--- config.mk ---
export PLATFORM = sky130hd
export DESIGN_NAME = demultiplexer_bus_4_buffered_flat
export DESIGN_NICKNAME = d
export VERILOG_FILES = /design/src/rtl/demultiplexer_bus_4_buffered_pkg.sv /design/src/rtl/demultiplexer_bus_4_buffered_if.sv /design/src/rtl/demultiplexer_bus_4_buffered_fifo2.sv /design/src/rtl/demultiplexer_bus_4_buffered.sv /design/src/flat_wrapper.sv
export SDC_FILE = /design/constraint.sdc
export NUM_CORES = 1
export LEC_CHECK = 0
export BUFFER_PORTS_ARGS = -buffer_cell sky130_fd_sc_hd__buf_2
export CAP_MARGIN = 20
export CORE_UTILIZATION = 49
export DETAILED_ROUTE_END_ITERATION = 8
export MAX_ROUTING_LAYER = met4
export PLACE_DENSITY = 0.79
export SLEW_MARGIN = 20
export SYNTH_ARGS = -nofsm -noshare
export SYNTH_HDL_FRONTEND = slang
export SYNTH_HIERARCHICAL = 1
export SYNTH_SLANG_ARGS = --single-unit
--- constraint.sdc ---
create_clock -name Clock -period 1.8 [get_ports Clock]
set_clock_uncertainty 0.15 [all_clocks]
set_input_delay 0.09 -clock Clock [delete_from_list [all_inputs] [get_ports Clock]]
set_output_delay 0.09 -clock Clock [all_outputs]
set_load 0.02 [all_outputs]
--- src/rtl/demultiplexer_bus_4_buffered_pkg.sv ---
// demultiplexer_bus_4_buffered_pkg: shared constants and channel state encoding
// for the buffered 1-to-4 bus demultiplexer.
//   NUM_CH      - number of output channels
//   SEL_W       - width of the channel select
//   chanState_t - per-channel fill state (doubles as the entry count)
package demultiplexer_bus_4_buffered_pkg;
    localparam int NUM_CH = 4;
    localparam int SEL_W = 2;
    typedef enum logic [1:0] {
        ST_EMPTY = 2'd0,
        ST_ONE   = 2'd1,
        ST_TWO   = 2'd2
    } chanState_t;
endpackage

--- src/rtl/demultiplexer_bus_4_buffered_if.sv ---
// demultiplexer_bus_4_buffered_if: producer/consumer bundle of the demultiplexer.
//   Enable, DemuxIn, Sel, InValid -> producer side inputs; InReady back to producer
//   DemuxOut[k], OutValid[k]      -> consumer k head data and valid
//   OutReady[k]                   -> consumer k takes the head this cycle
//   slave modport: the demultiplexer; master modport: the environment driving it
interface demultiplexer_bus_4_buffered_if #(
    parameter int NrOfBits = 1
);
    import demultiplexer_bus_4_buffered_pkg::*;
    logic                             Enable;
    logic [NrOfBits-1:0]              DemuxIn;
    logic [SEL_W-1:0]                 Sel;
    logic                             InValid;
    logic                             InReady;
    logic [NUM_CH-1:0][NrOfBits-1:0]  DemuxOut;
    logic [NUM_CH-1:0]                OutValid;
    logic [NUM_CH-1:0]                OutReady;
    modport slave (
        input  Enable, DemuxIn, Sel, InValid, OutReady,
        output InReady, DemuxOut, OutValid
    );
    modport master (
        output Enable, DemuxIn, Sel, InValid, OutReady,
        input  InReady, DemuxOut, OutValid
    );
endinterface

--- src/rtl/demultiplexer_bus_4_buffered_fifo2.sv ---
// demux_chan_fifo2: two-entry channel FIFO of the buffered demultiplexer.
//   Clock, Reset (sync, active-low) - clocking and state clear
//   push, din                       - write din at the tail
//   pop                             - drop the head (caller only pops when valid)
//   head, valid, full               - head entry (zero when empty), non-empty, holds Depth entries
module demux_chan_fifo2
    import demultiplexer_bus_4_buffered_pkg::*;
#(
    parameter int NrOfBits = 1,
    parameter int Depth = 2
) (
    input  logic                Clock,
    input  logic                Reset,
    input  logic                push,
    input  logic                pop,
    input  logic [NrOfBits-1:0] din,
    output logic [NrOfBits-1:0] head,
    output logic                valid,
    output logic                full
);
    chanState_t          state;
    logic [NrOfBits-1:0] headQ;
    logic [NrOfBits-1:0] tailQ;

    // headQ is zeroed whenever the channel drains so head is all-zero while empty
    always_ff @(posedge Clock) begin
        if (!Reset) begin
            state <= ST_EMPTY;
            headQ <= '0;
            tailQ <= '0;
        end else begin
            case (state)
                ST_EMPTY: if (push) begin
                    state <= ST_ONE;
                    headQ <= din;
                end
                ST_ONE: if (push && pop) begin
                    headQ <= din;
                end else if (push) begin
                    state <= ST_TWO;
                    tailQ <= din;
                end else if (pop) begin
                    state <= ST_EMPTY;
                    headQ <= '0;
                end
                ST_TWO: if (pop) begin
                    state <= ST_ONE;
                    headQ <= tailQ;
                    tailQ <= '0;
                end
                default: begin
                    state <= ST_EMPTY;
                    headQ <= '0;
                    tailQ <= '0;
                end
            endcase
        end
    end

    assign head  = headQ;
    assign valid = state != ST_EMPTY;
    assign full  = state == chanState_t'(Depth);
endmodule

--- src/rtl/demultiplexer_bus_4_buffered.sv ---
// demultiplexer_bus_4_buffered: 1-to-4 stream demultiplexer with a two-entry
// buffer per output so a stalled consumer only blocks traffic addressed to it.
//   Clock - rising-edge clock
//   Reset - synchronous active-low reset, clears all buffered entries
//   bus   - slave side of demultiplexer_bus_4_buffered_if (producer + 4 consumers)
module demultiplexer_bus_4_buffered
    import demultiplexer_bus_4_buffered_pkg::*;
#(
    parameter int NrOfBits = 1,
    parameter int Depth = 2
) (
    input  logic Clock,
    input  logic Reset,
    demultiplexer_bus_4_buffered_if.slave bus
);
    logic [NUM_CH-1:0] push;
    logic [NUM_CH-1:0] pop;
    logic [NUM_CH-1:0] full;

    // readiness looks only at the registered fill of the selected channel,
    // so a pop on a full channel frees space one cycle later
    assign bus.InReady = Reset & bus.Enable & ~full[bus.Sel];

    for (genvar k = 0; k < NUM_CH; k++) begin : gChan
        assign push[k] = bus.InValid & bus.InReady & (bus.Sel == SEL_W'(k));
        assign pop[k]  = bus.OutValid[k] & bus.OutReady[k];
        demux_chan_fifo2 #(
            .NrOfBits(NrOfBits),
            .Depth(Depth)
        ) uFifo (
            .Clock(Clock),
            .Reset(Reset),
            .push(push[k]),
            .pop(pop[k]),
            .din(bus.DemuxIn),
            .head(bus.DemuxOut[k]),
            .valid(bus.OutValid[k]),
            .full(full[k])
        );
    end
endmodule

--- src/flat_wrapper.sv ---
// flat-port wrapper written by rule: the top's interface ports become plain ports
module demultiplexer_bus_4_buffered_flat import demultiplexer_bus_4_buffered_pkg::*;
#(
    parameter int NrOfBits = 1,
    parameter int Depth = 2
)
  (Clock, Reset, bus_Enable, bus_DemuxIn, bus_Sel, bus_InValid, bus_OutReady, bus_InReady, bus_DemuxOut, bus_OutValid);
  demultiplexer_bus_4_buffered_if #(.NrOfBits(NrOfBits)) bus_i ();
  input  logic Clock;
  input  logic Reset;
  input wire logic [$bits(bus_i.Enable)-1:0] bus_Enable;
  input wire logic [$bits(bus_i.DemuxIn)-1:0] bus_DemuxIn;
  input wire logic [$bits(bus_i.Sel)-1:0] bus_Sel;
  input wire logic [$bits(bus_i.InValid)-1:0] bus_InValid;
  input wire logic [$bits(bus_i.OutReady)-1:0] bus_OutReady;
  output wire logic [$bits(bus_i.InReady)-1:0] bus_InReady;
  output wire logic [$bits(bus_i.DemuxOut)-1:0] bus_DemuxOut;
  output wire logic [$bits(bus_i.OutValid)-1:0] bus_OutValid;
  assign bus_i.Enable = bus_Enable;
  assign bus_i.DemuxIn = bus_DemuxIn;
  assign bus_i.Sel = bus_Sel;
  assign bus_i.InValid = bus_InValid;
  assign bus_i.OutReady = bus_OutReady;
  assign bus_InReady = bus_i.InReady;
  assign bus_DemuxOut = bus_i.DemuxOut;
  assign bus_OutValid = bus_i.OutValid;
  demultiplexer_bus_4_buffered #(.NrOfBits(NrOfBits), .Depth(Depth)) u_core (.Clock(Clock), .Reset(Reset), .bus(bus_i));
endmodule
==> metrics.txt <==
FF/Latch Area 330 um2; final core utilization 0.650; worst r2r src u_core/gChan[0].uFifo/state[1]$_SDFFE_PN0P_; CP peak stage delay 0.51 ns; RSZ-0062 raised after global routing yes; CP startpoint kind flip-flop; synth warn 6; Final min period 1.76 ns; Worst-path clk slew 0.11 ns; compound-gate portion of the synthesized area 0.188; placed cells 188; post-route ant nets 0; DR pass1 iterations 4; Tcrit/Tclk final 0.976; io pins 20; Hold Vio Cnt, Final 0; Max clock buf depth 2; cts bufs inserted 3; Lkg Pwr 0.000584 uW; WS Path Type reg2out; Top Family by Delay on Critical Path multiplexers; Cell Rows 17; DP Wirelength 1960 um; gpl congestion 0.857; share of layout cells above drive strength 1 0.386; Max Cap Viol 0; max-slew headroom at the worst pin 0.744; Setup crit end kind output pin; gr usage total 0.234; hold endpoint u_core/gChan[1].uFifo/state[1]$_SDFFE_PN0P_; Syn Area/Cell 8.36 um2; r2r endpoint u_core/gChan[0].uFifo/state[0]$_SDFFE_PN0P_; fmax 569 MHz; vias in the first global route 1045; fin area 1440 um2; die area 2530 um2; Post-Synth Adder-Cell Area 0; r2r setup slk 0.05 ns; diodes inserted 0; worst path arrival time 1.52 ns; largest net degree at the start of global routing 10; worst-margin pin slew 0.381 ns; main combinational cell family by area after synthesis simple AND/OR/NAND/NOR gates; # DRC 0; Slew Viols, Final 0; CP max FO 3; Place WS 0.102 ns; non-filler instance count after layout 194; post-synthesis mux area share 0.0546; Area Overhead vs Synth 25.6%; routed vias 1100; routed vias/inst 5.67; # nets final 178; Post-Syn Instances 137; simple-gate share of the synthesized area 0.381; WL final 2670 um; wire length per cell 13.8 um; PnR worst setup slack 0.0440 ns; area of the multi-input gates 777 um2; hold path start bus_OutReady[1]; H-tree lvl count 1; PortBufs 19; crit path max-delay cell type mux4_2; Die Ht 50.3 um; die width 50.3 um; Cell Area, Synth 1140 um2; DRT iter0 DRCs 22; Min Hold Slack 0.0350 ns; class of the worst hold path in2reg; #FFs+latches synth 16; pwr/cell area 507 nW/um2; filler instances 197; clock sink count 16; commonest non-fill, non-tap cells in the layout 17 x buf_2, 16 x nand2b_1, 16 x buf_4; initial core utilization 0.518; commonest non-fill, non-tap cell in the layout buf_2; Placed Area 1320 um2; Reg2Reg Depth 6; Max IR drop VDD 374 uV; core region area 2210 um2; Overflow after GRT 0; initial antenna violation count 0; status complete, no violations; worst path required time 1.56 ns; global-route wire length before repair 4460 um; Syn Nets 148; CTS root buf clkbuf_4; CP Cell Sequence nor2b_1, mux4_2, nor2_4, buf_6; unique cell type count in the Yosys netlist 29; TritonCTS clock tree done; final setup violation count 0; CP bufs+invs 1; clk_lat worst skew 0.29 ns; XOR/XNOR Fraction of Synth Area 0; sequential cell area fraction in the yosys report 0.280; Min-Delay Path Depth 3
-- power by group --
group / switching (uW) / total, uW / internal [uW] / leakage (uW)
Sequential: 11.1 / 376 / 365 / 0.000133
Clock: 122 / 246 / 123 / 0.0000210
Combinational: 54.8 / 108 / 52.9 / 0.000430
-- cells by family after synthesis --
logic type / after synthesis
buf+inv: 16
mux: 5
flops: 16
simple gates: 68
compound gates: 32
-- per-layer routing --
metal | part of all wire | global-route usage | vias up
li1 | - | - | 551
met1 | 0.41 | 0.265 | 513
met3 | 0.046 | 0.0333 | 6
met2 | 0.52 | 0.409 | 30
met5 | 0 | - | -
met4 | 0.018 | 0.0972 | 0
-- state kept, by name, indices dropped and copies added, names as in the netlist --
name / cells
u_core/gChan.uFifo/state: 8
u_core/gChan.uFifo/head: 4
u_core/gChan.uFifo/tailQ: 4
-- worst max path at each step --
| stage | endpoint | from | depth (start not counted) |
|---|---|---|---|
| finish | bus_InReady | u_core/gChan[2].uFifo/state[1]$_SDFFE_PN0P_ | 4 |
| global route | bus_InReady | u_core/gChan[2].uFifo/state[1]$_SDFFE_PN0P_ | 4 |
| CTS | bus_InReady | u_core/gChan[1].uFifo/state[1]$_SDFFE_PN0P_ | 4 |
| detailed placement | u_core/gChan[0].uFifo/state[0]$_SDFFE_PN0P_ | u_core/gChan[0].uFifo/state[1]$_SDFFE_PN0P_ | 5 |
| global placement | u_core/gChan[0].uFifo/state[0]$_SDFFE_PN0P_ | u_core/gChan[0].uFifo/state[1]$_SDFFE_PN0P_ | 5 |
| floorplan | u_core/gChan[3].uFifo/state[0]$_SDFFE_PN0P_ | u_core/gChan[3].uFifo/state[1]$_SDFFE_PN0P_ | 7 |
-- cell type report --
cell class | count | area share
Sequential cell | 16 | 0.230
Timing Repair Buffer | 37 | 0.170
Inverter | 4 | 0.0104
Clock buffer | 4 | 0.0252
Multi-Input combinational cell | 105 | 0.540
Tap cell | 28 | 0.0244
-- worst register-to-register path, stage by stage (launching register included) --
cell	delay [ns]
dfxtp_2	0.35
buf_4	0.14
or2_4	0.24
and2_4	0.18
or3b_1	0.39
a21oi_2	0.13
o21a_1	0.12
-- what timing repair did --
item,CTS,global route
pin swaps,1,2
gates resized for setup,12,12
hold buffers,2,0
buffers inserted,2,0
hold endpoints to repair,4,0
endpoints found under the setup margin,1,9
-- cell usage after synthesis, drive strengths merged --
cell / instances / area share
a21o: 4 / 0.026
a21oi: 12 / 0.052
a31oi: 4 / 0.022
a32oi: 4 / 0.031
and2: 4 / 0.022
and3b: 4 / 0.035
buf: 12 / 0.083
dfxtp: 16 / 0.28
inv: 4 / 0.013
mux2i: 4 / 0.035
mux4: 1 / 0.020
nand2: 5 / 0.016
nand2b: 16 / 0.087
nand3: 1 / 0.0044
nand3b: 4 / 0.026
nand4: 1 / 0.0055
nand4b: 4 / 0.031
nor2: 5 / 0.016
nor2b: 8 / 0.044
nor3: 5 / 0.022
nor3b: 1 / 0.0066
nor4: 1 / 0.0055
nor4b: 1 / 0.0077
o21a: 4 / 0.026
o32ai: 4 / 0.031
or2: 4 / 0.022
or3b: 4 / 0.031
-- through the flow --
stage	setup TNS (ns)	power [uW]
final	0	729
after global routing	-0.0472	764
after CTS	0	728
after detailed placement	0	483
after global placement	0	477
after floorplan	0	443
(Power assumes the default switching activity.)
